==> src/rtl/weight_3_3_load_ctrl.sv <==
// Weight load/read controller for a 3x3 bank of weight RAMs.
// Streams 9*cfg_load_words beats into nine RAMs (three per lane), then issues
// cfg_read_passes sweeps of cfg_read_len read addresses and tracks read latency.
module weight_3_3_load_ctrl #(
  parameter int KERNEL_NUM          = 9,
  parameter int WIDTH_RAM_ADDR_SIZE = 13,
  parameter int DATA_W              = 128,
  parameter int RAM_LAT             = 2
) (
  input  logic                           clk,
  input  logic                           rst_n,
  input  logic                           cfg_start,
  input  logic [WIDTH_RAM_ADDR_SIZE-1:0] cfg_load_words,
  input  logic [WIDTH_RAM_ADDR_SIZE-1:0] cfg_read_len,
  input  logic [7:0]                     cfg_read_passes,
  input  logic [DATA_W-1:0]              s_data,
  input  logic                           s_valid,
  output logic                           s_ready,
  output logic [DATA_W-1:0]              weight_data_One,
  output logic [DATA_W-1:0]              weight_data_Two,
  output logic [DATA_W-1:0]              weight_data_Three,
  output logic [KERNEL_NUM-1:0]          weight_wr,
  output logic [WIDTH_RAM_ADDR_SIZE-1:0] weight_addra,
  output logic [WIDTH_RAM_ADDR_SIZE-1:0] weight_addrb,
  output logic                           rd_valid,
  output logic                           busy,
  output logic                           load_done,
  output logic                           done
);

  localparam int AW = WIDTH_RAM_ADDR_SIZE;

  localparam logic [2:0] IDLE  = 3'd0;
  localparam logic [2:0] LOAD  = 3'd1;
  localparam logic [2:0] GAP   = 3'd2;
  localparam logic [2:0] READ  = 3'd3;
  localparam logic [2:0] DRAIN = 3'd4;
  localparam logic [2:0] FIN   = 3'd5;

  logic [2:0]         state;
  logic [AW-1:0]      load_words_q;
  logic [AW-1:0]      read_len_q;
  logic [7:0]         read_passes_q;
  logic [3:0]         k;
  logic [AW-1:0]      wa;
  logic [AW-1:0]      rd_addr;
  logic [7:0]         pass_cnt;
  logic [2:0]         drain_cnt;
  logic [RAM_LAT-1:0] rd_pipe;

  logic accept;
  logic last_beat;
  logic last_addr;
  logic last_pass;
  logic issue;

  // Handshake, final-beat and end-of-sweep decodes
  always_comb begin
    accept    = s_valid && (state == LOAD);
    last_beat = accept && (k == 4'd8) && (wa == load_words_q - AW'(1));
    last_addr = (rd_addr == read_len_q - AW'(1));
    last_pass = (pass_cnt == read_passes_q - 8'd1);
    issue     = (state == READ);
  end

  assign s_ready      = (state == LOAD);
  assign busy         = (state != IDLE);
  assign done         = (state == FIN);
  assign weight_addrb = rd_addr;
  assign rd_valid     = rd_pipe[RAM_LAT-1];

  // Control FSM with cfg latching and the k/wa/read/pass/drain counters
  always_ff @(posedge clk or negedge rst_n) begin
    if (!rst_n) begin
      state         <= IDLE;
      load_words_q  <= '0;
      read_len_q    <= '0;
      read_passes_q <= '0;
      k             <= '0;
      wa            <= '0;
      rd_addr       <= '0;
      pass_cnt      <= '0;
      drain_cnt     <= '0;
    end else begin
      case (state)
        IDLE: begin
          if (cfg_start) begin
            load_words_q  <= cfg_load_words;
            read_len_q    <= cfg_read_len;
            read_passes_q <= cfg_read_passes;
            k             <= '0;
            wa            <= '0;
            rd_addr       <= '0;
            pass_cnt      <= '0;
            state         <= (cfg_load_words == '0) ? GAP : LOAD;
          end
        end
        LOAD: begin
          if (last_beat) begin
            // Clear instead of incrementing so wa never steps past the final compare
            k     <= '0;
            wa    <= '0;
            state <= GAP;
          end else if (accept) begin
            if (k == 4'd8) begin
              k  <= '0;
              wa <= wa + AW'(1);
            end else begin
              k <= k + 4'd1;
            end
          end
        end
        GAP: begin
          drain_cnt <= '0;
          state     <= ((read_len_q == '0) || (read_passes_q == '0)) ? FIN : READ;
        end
        READ: begin
          if (last_addr) begin
            rd_addr <= '0;
            if (last_pass) begin
              pass_cnt <= '0;
              state    <= DRAIN;
            end else begin
              pass_cnt <= pass_cnt + 8'd1;
            end
          end else begin
            rd_addr <= rd_addr + AW'(1);
          end
        end
        DRAIN: begin
          if (drain_cnt == 3'(RAM_LAT - 1)) begin
            state <= FIN;
          end else begin
            drain_cnt <= drain_cnt + 3'd1;
          end
        end
        FIN: begin
          state <= IDLE;
        end
        default: begin
          state <= IDLE;
        end
      endcase
    end
  end

  // Registered write port: enable, address and per-lane data one cycle after a beat
  always_ff @(posedge clk or negedge rst_n) begin
    if (!rst_n) begin
      weight_wr         <= '0;
      weight_addra      <= '0;
      weight_data_One   <= '0;
      weight_data_Two   <= '0;
      weight_data_Three <= '0;
      load_done         <= 1'b0;
    end else begin
      weight_wr <= accept ? (KERNEL_NUM'(1) << k) : '0;
      load_done <= last_beat;
      if (accept) begin
        weight_addra <= wa;
        if (k < 4'd3) begin
          weight_data_One <= s_data;
        end else if (k < 4'd6) begin
          weight_data_Two <= s_data;
        end else begin
          weight_data_Three <= s_data;
        end
      end
    end
  end

  // Read-issue flag delayed to line up with RAM output data
  always_ff @(posedge clk or negedge rst_n) begin
    if (!rst_n) begin
      rd_pipe <= '0;
    end else begin
      rd_pipe[0] <= issue;
      for (int i = 1; i < RAM_LAT; i++) begin
        rd_pipe[i] <= rd_pipe[i-1];
      end
    end
  end

endmodule

==> config.mk <==
export PLATFORM = sky130hd
export DESIGN_NAME = weight_3_3_load_ctrl
export DESIGN_NICKNAME = d
export VERILOG_FILES = /design/src/rtl/weight_3_3_load_ctrl.sv
export SDC_FILE = /design/constraint.sdc
export NUM_CORES = 1
export LEC_CHECK = 0
export ABC_CLOCK_PERIOD_IN_PS = 3690
export CAP_MARGIN = 0
export CORE_AREA = 2 2 232 234
export CTS_CLUSTER_DIAMETER = 100
export DETAILED_ROUTE_END_ITERATION = 7
export DIE_AREA = 0 0 234 236
export HOLD_SLACK_MARGIN = 0.03
export PLACE_DENSITY = 0.66
export SETUP_SLACK_MARGIN = 0.02
export SLEW_MARGIN = 20
export SYNTH_ARGS = -nofsm -noshare
export SYNTH_HDL_FRONTEND = slang
export SYNTH_SLANG_ARGS = --single-unit
==> constraint.sdc <==
create_clock -name clk -period 3.69 [get_ports clk]
set_clock_uncertainty 0.2 [all_clocks]
set_input_delay 0.738 -clock clk [delete_from_list [all_inputs] [get_ports clk]]
set_output_delay 0.738 -clock clk [all_outputs]
set_load 0.03 [all_outputs]
==> flow_summary.yaml, run 1 <==
status:
  status: "finished clean"
floorplanning:
  die_h_um: 236
  die_w_um: 234
  initial_utilization: 0.374
  die-area_mm2: 0.0552
  fp-row-count: 85
  core_area_mm2: 0.0531
  io_pins: 590
worst_setup_path:
  crit_family: "simple AND/OR/NAND/NOR gates"
  worst_setup_path_end_kind: "flip-flop"
  critPathKind: "reg -> reg"
  path_buf_inv: 0
  arrival_ns: 3.62
  crit_path_top_delay_cell: "or4b_1"
  crit_chain: "or4_4 -> or4b_1 -> xnor2_1 -> o221a_1 -> o22ai_2 -> a31oi_2 -> or2_1 -> a211o_1"
  worst_ep_required_time_ns: 3.94
  crit_path_start_kind: "flip-flop"
  path_max_fanout: 8
  r2r_setup_slack_ns: 0.32
  slowest_delay_ns: 0.63
timing:
  worstMarginPinSlew_ns: 0.980
  maxSlewViolCount: 0
  period_needed_ns: 3.37
  fin_crit_sh: 0.912
  fmax_mhz: 297
  setup_tns_ns: 0
  rsz0062_at_grt: "no"
  hold_viol: 0
  setup_viol: 0
  relSlewSlack: 0.345
job:
  max-cap-violations: 0
clocking:
  clk_pin_slew_worst_paths_ns: 0.06
  cts_root_buf: "clkbuf_16"
  clk_path_buf_depth: 3
  clock_latency_ns: 0.57
  cts_tree: "built"
  cts-htree-levels: 2
  cts_buffers: 53
  cts_sinks: 487
  cts.repair.resized: 0
route:
  drt-total-wl_um: 60700
  via_per_inst: 4.99
  drt_iter0_drc: 816
  vias: 14100
  wl_per_cell_um: 21.5
  detail-route-antenna-nets: 0
  first_pass_iters: 5
  drc_errors: 0
yosys:
  syn-instance-count: 1485
  synthArstFlopShare: 1.00
  syn_nets: 1665
  ys_ff_latch: 487
  synth.avg_cell_area_um2: 13.4
  yosysUniqueCellTypes: 60
  ys_seq_area_frac: 0.614
  syn_area_mm2: 0.0198
  synth_edf_count: 0
  yosys_warnings: 0
  synthFlopType: "dfrtp_1"
grt:
  met1_usage: 0.257
  grt_usage: 0.220
  grt_first_pass_wirelength_um: 92500
  grt_pass1_vias: 15100
  grt_max_degree: 68
  busiest_layer: "met2"
  gr-usage-met2: 0.372
  antenna_found_initial: 3
  grt_overflow: 0
  met3_usage: 0.0723
power:
  p_total_uw: 12500
  p_comb_frac: 0.115
  peakVddDrop_mv: 0.340
  seq_power_share: 0.458
  clkPwrFrac: 0.427
  p_sw_uw: 3160
  power_density_mw_per_mm2: 436
  power.internal_uw: 9360
  switching_share: 0.252
  leakagePower_uw: 0.0133
placed_design:
  dp_hpwl_um: 45100
  io_buffers: 589
  globalplace.congestion: 0.843
  placed_area_mm2: 0.0269
finish:
  final_util: 0.541
  fin_nets: 2277
  design_area_mm2: 0.0287
  nFillCells: 4477
  drive_gt1_frac: 0.249
  syn2layout_area_growth_pct: 44.6
min_path:
  min_path_type: "reg -> reg"
path summary, 6_finish.rpt:
path | depth (start not counted) | endpoint | startpoint
hold / removal | 0 | rd_pipe[1] | rd_pipe[0]
hold reg to reg | 0 | rd_pipe[1] | rd_pipe[0]
min in group asynchronous | 2 | read_len_q[3] | rst_n
setup / recovery | 8 | pass_cnt[7] | read_len_q[5]
max in group asynchronous | 4 | weight_addra[12] | rst_n
setup reg to reg | 8 | pass_cnt[7] | read_len_q[5]
power by group through the flow:
| stage | logic (uW) | clock network (uW) | registers (uW) |
|---|---|---|---|
| final | 1440 | 5340 | 5730 |
| after global routing | 1550 | 5700 | 5760 |
| after CTS | 1460 | 5470 | 5730 |
| after detailed placement | 1450 | 0 | 5820 |
| after global placement | 1430 | 0 | 5810 |
| after floorplan | 397 | 0 | 6060 |
flip-flops by register name, summed over array words and instances (netlist names):
register / count
pass_cnt: 8
weight_data_Two: 128
wa: 13
weight_data_Three: 128
k: 4
state: 3
weight_addra: 13
weight_addrb: 13
load_done: 1
weight_data_One: 128
read_len_q: 13
rd_pipe: 2
load_words_q: 13
weight_wr: 9
read_passes_q: 8
drain_cnt: 3
placed cells by master, fill, tap and decap left out, types with 6 or more instances in the layout:
cell | netlist | layout
a211o_1 | 6 | 6
a21oi_1 | 18 | 18
and2_1 | 7 | 7
and3_1 | 13 | 13
buf_12 | 0 | 21
buf_4 | 1 | 28
clkbuf_1 | 72 | 7
clkbuf_16 | 0 | 53
clkbuf_8 | 0 | 17
clkdlybuf4s50_1 | 0 | 588
clkinv_2 | 0 | 6
dfrtp_1 | 487 | 487
ha_1 | 14 | 14
inv_1 | 17 | 17
mux2_2 | 385 | 385
nand2_1 | 176 | 176
nand3_1 | 31 | 31
nand3b_1 | 10 | 10
nor2_1 | 45 | 44
nor3_1 | 28 | 27
nor3b_1 | 6 | 6
nor4_1 | 13 | 12
nor4b_1 | 6 | 6
o21ai_0 | 27 | 27
xnor2_1 | 34 | 34
xor2_1 | 17 | 17
per-layer routing:
layer | routed length [um] | up-vias
li1 | - | 6392
met1 | 23300 | 7166
met2 | 30400 | 428
met3 | 4760 | 122
met4 | 2250 | 4
met5 | 30 | -
through the flow:
step	hold slack (ns)	std cells	setup slack, ns
floorplan	0.131	1485	0.429
global placement	0.151	2737	0.412
detailed placement	0.159	2737	0.355
CTS	0.165	2829	0.343
global route	0.166	2830	0.165
finish	0.159	2830	0.325
final cells by class:
class	instances	area, um2	area share
inverters	18	67.6	0.00236
clock buffers	77	1590	0.0553
diodes	1	2.50	0.0000872
clock inverters	14	163	0.00567
multi-input cells	898	7270	0.253
flip-flops and latches	487	12200	0.425
well taps	696	871	0.0304
repair buffers	639	6540	0.228
worst reg2reg max path, cell delays in order (launching register included):
cell	delay, ns
dfrtp_1	0.46
or4_4	0.55
or4b_1	0.63
xnor2_1	0.17
o221a_1	0.24
o22ai_2	0.17
a31oi_2	0.13
or2_1	0.36
a211o_1	0.33
cell usage after synthesis, types with 4 or more instances:
master | number | area share
a211o_1 | 6 | 0.0026
a21oi_1 | 18 | 0.0045
and2_1 | 7 | 0.0022
and3_1 | 13 | 0.0041
clkbuf_1 | 72 | 0.014
dfrtp_1 | 487 | 0.61
ha_1 | 14 | 0.0088
inv_1 | 17 | 0.0032
mux2_2 | 385 | 0.22
mux2i_1 | 4 | 0.0020
nand2_1 | 176 | 0.033
nand2b_1 | 4 | 0.0013
nand3_1 | 31 | 0.0078
nand3b_1 | 10 | 0.0038
nor2_1 | 45 | 0.0085
nor3_1 | 28 | 0.0071
nor3b_1 | 6 | 0.0023
nor4_1 | 13 | 0.0041
nor4b_1 | 6 | 0.0026
o21a_1 | 4 | 0.0015
o21ai_0 | 27 | 0.0068
or4_1 | 4 | 0.0015
xnor2_1 | 34 | 0.015
xor2_1 | 17 | 0.0075
repair_timing:
| action | CTS | global route |
|---|---|---|
| hold buffers | 1 | 0 |
| hold endpoints to repair | 56 | 0 |
| setup buffers | 0 | 0 |
kinds of logic after synthesis:
group                    synth area share
AND/OR/NAND/NOR                    0.0850
buffers and inverters              0.0201
flip-flops                          0.614
XOR/XNOR                           0.0237
multiplexers                        0.221
adder cells (fa/ha/maj)           0.00883
AO/OA/AOI/OAI                      0.0274
No activity file was read; power rests on OpenSTA's default activity.
==> run 2, diff against run 1 <==
- CORE_AREA: 2 2 232 234 -> 2 2 226 228
- DIE_AREA: 0 0 234 236 -> 0 0 228 230
- PLACE_DENSITY: 0.66 -> 0.69
==> flow_summary.yaml, run 2 (synthesis results as in run 1) <==
finish:
  fin_nets: 2267
  finalNonFillerCells: 2803
  drive_gt1_frac: 0.247
  top_regs: "weight_data_One (128), weight_data_Three (128), weight_data_Two (128)"
  final_common_cell: "clkdlybuf4s50_1"
  syn2layout_area_growth_pct: 44.5
  mostFrequentLayoutCells: "clkdlybuf4s50_1 (588), dfrtp_1 (487), mux2_2 (385)"
grt:
  antenna_found_initial: 3
  grt_first_pass_wirelength_um: 94400
  grt_max_degree: 82
  grt_overflow: 0
  grt_usage: 0.235
  grt_pass1_vias: 15100
worst_setup_path:
  crit_path_start_kind: "flip-flop"
  arrival_ns: 3.63
  worst_setup_path_end_kind: "flip-flop"
  worst_ep_required_time_ns: 3.96
  path_max_fanout: 8
  critPathKind: "reg -> reg"
route:
  met1_length_um: 23700
  wl_met2_um: 31600
  route.top_layer_used: "met5"
  via_per_inst: 5.07
  vias: 14200
  drc_errors: 0
  first_pass_iters: 7
  wl_per_cell_um: 22.1
  drt-total-wl_um: 62000
  detail-route-antenna-nets: 0
  dr_wl_met3_um: 4710
  drt_iter0_drc: 825
clocking:
  postCtsSetupBuffers: 0
  clock_latency_ns: 0.60
  cts.repair.resized: 0
  postCtsHoldBufs: 1
  cts_buffers: 52
  clk_path_buf_depth: 3
  cts_sinks: 487
  cts_root_buf: "clkbuf_16"
  cts-htree-levels: 2
  cts_tree: "built"
  clk_pin_slew_worst_paths_ns: 0.06
timing:
  hold_viol: 0
  fin_crit_sh: 0.912
  setup_tns_ns: 0
  worstMarginPinSlew_ns: 1.02
  setup_viol: 0
  period_needed_ns: 3.37
  relSlewSlack: 0.316
  fmax_mhz: 297
  rsz0062_at_grt: "no"
  maxSlewViolCount: 0
floorplanning:
  die-area_mm2: 0.0524
  io_pins: 590
  fp-row-count: 82
  die_w_um: 228
  core_area_mm2: 0.0499
  initial_utilization: 0.398
  die_h_um: 230
job:
  max-cap-violations: 0
power:
  leakagePower_uw: 0.0134
  peakVddDrop_mv: 0.361
  power_density_mw_per_mm2: 453
placed_design:
  io_buffers: 589
  globalplace.congestion: 0.887
  post-place-cells: 2704
  dp_hpwl_um: 46100
status:
  status: "finished clean"
min_path:
  min_path_type: "reg -> reg"
run 2: changes by cell type in the layout (fill, tap and decap cells not counted):
cell	before	now
inv_6	4	1
clkinv_2	6	12
diode_2	1	2
clkbuf_1	7	8
buf_4	28	26
bufinv_16	3	12
clkinv_8	0	1
clkbuf_8	17	8
buf_12	21	14
clkbuf_16	53	52
inv_16	0	1
run 2: routing by layer:
metal,vias up,track usage
met1,7260,0.276
met5,-,0
li1,6376,-
met3,96,0.0689
met4,4,0.0801
met2,482,0.411
run 2: layout make-up:
cell class	instances	area [um2]
inverters	18	67.6
clock inverters	28	473
repair buffers	630	6390
flip-flops and latches	487	12200
multi-input cells	898	7270
diodes	2	5.00
clock buffers	68	1440
fillers	4099	21200
well taps	672	841
run 2: worst paths after layout:
kind                                     from                     end  slack (ns)  cells after the start
worst min-delay path               rd_pipe[0]              rd_pipe[1]        0.17                      0
worst min register to register     rd_pipe[0]              rd_pipe[1]        0.17                      0
max in group asynchronous               rst_n  weight_data_Three[111]        1.73                      4
min in group asynchronous               rst_n           read_len_q[8]        0.52                      2
worst max register to register  read_len_q[5]             pass_cnt[4]        0.32                      8
worst max-delay path            read_len_q[5]             pass_cnt[4]        0.32                      8
run 2: critical path, cell delays in order (launching register included):
cell	delay (ns)
dfrtp_1	0.47
or4_4	0.55
or4b_1	0.64
xnor2_1	0.17
o221a_1	0.24
o22ai_2	0.15
a31oi_2	0.12
or2_1	0.36
a211o_1	0.33
run 2: where the power goes:
part,internal (uW),switching [uW]
clock network,3600,2200
logic,673,777
registers,5510,240
total,9780,3220
run 2: stage by stage:
step           total power [uW]  hold WS [ns]  utilization  instance area (um2)  setup WS (ns)
5_1_grt                   13500         0.180        0.575                28700          0.178
3_3_place_gp               7260         0.134        0.536                26700          0.407
6_report                  13000         0.171        0.575                28700          0.324
2_1_floorplan              6460         0.131            -                19800          0.429
4_1_cts                   13100         0.173        0.575                28700          0.339
3_5_place_dp               7290         0.156        0.536                26700          0.361
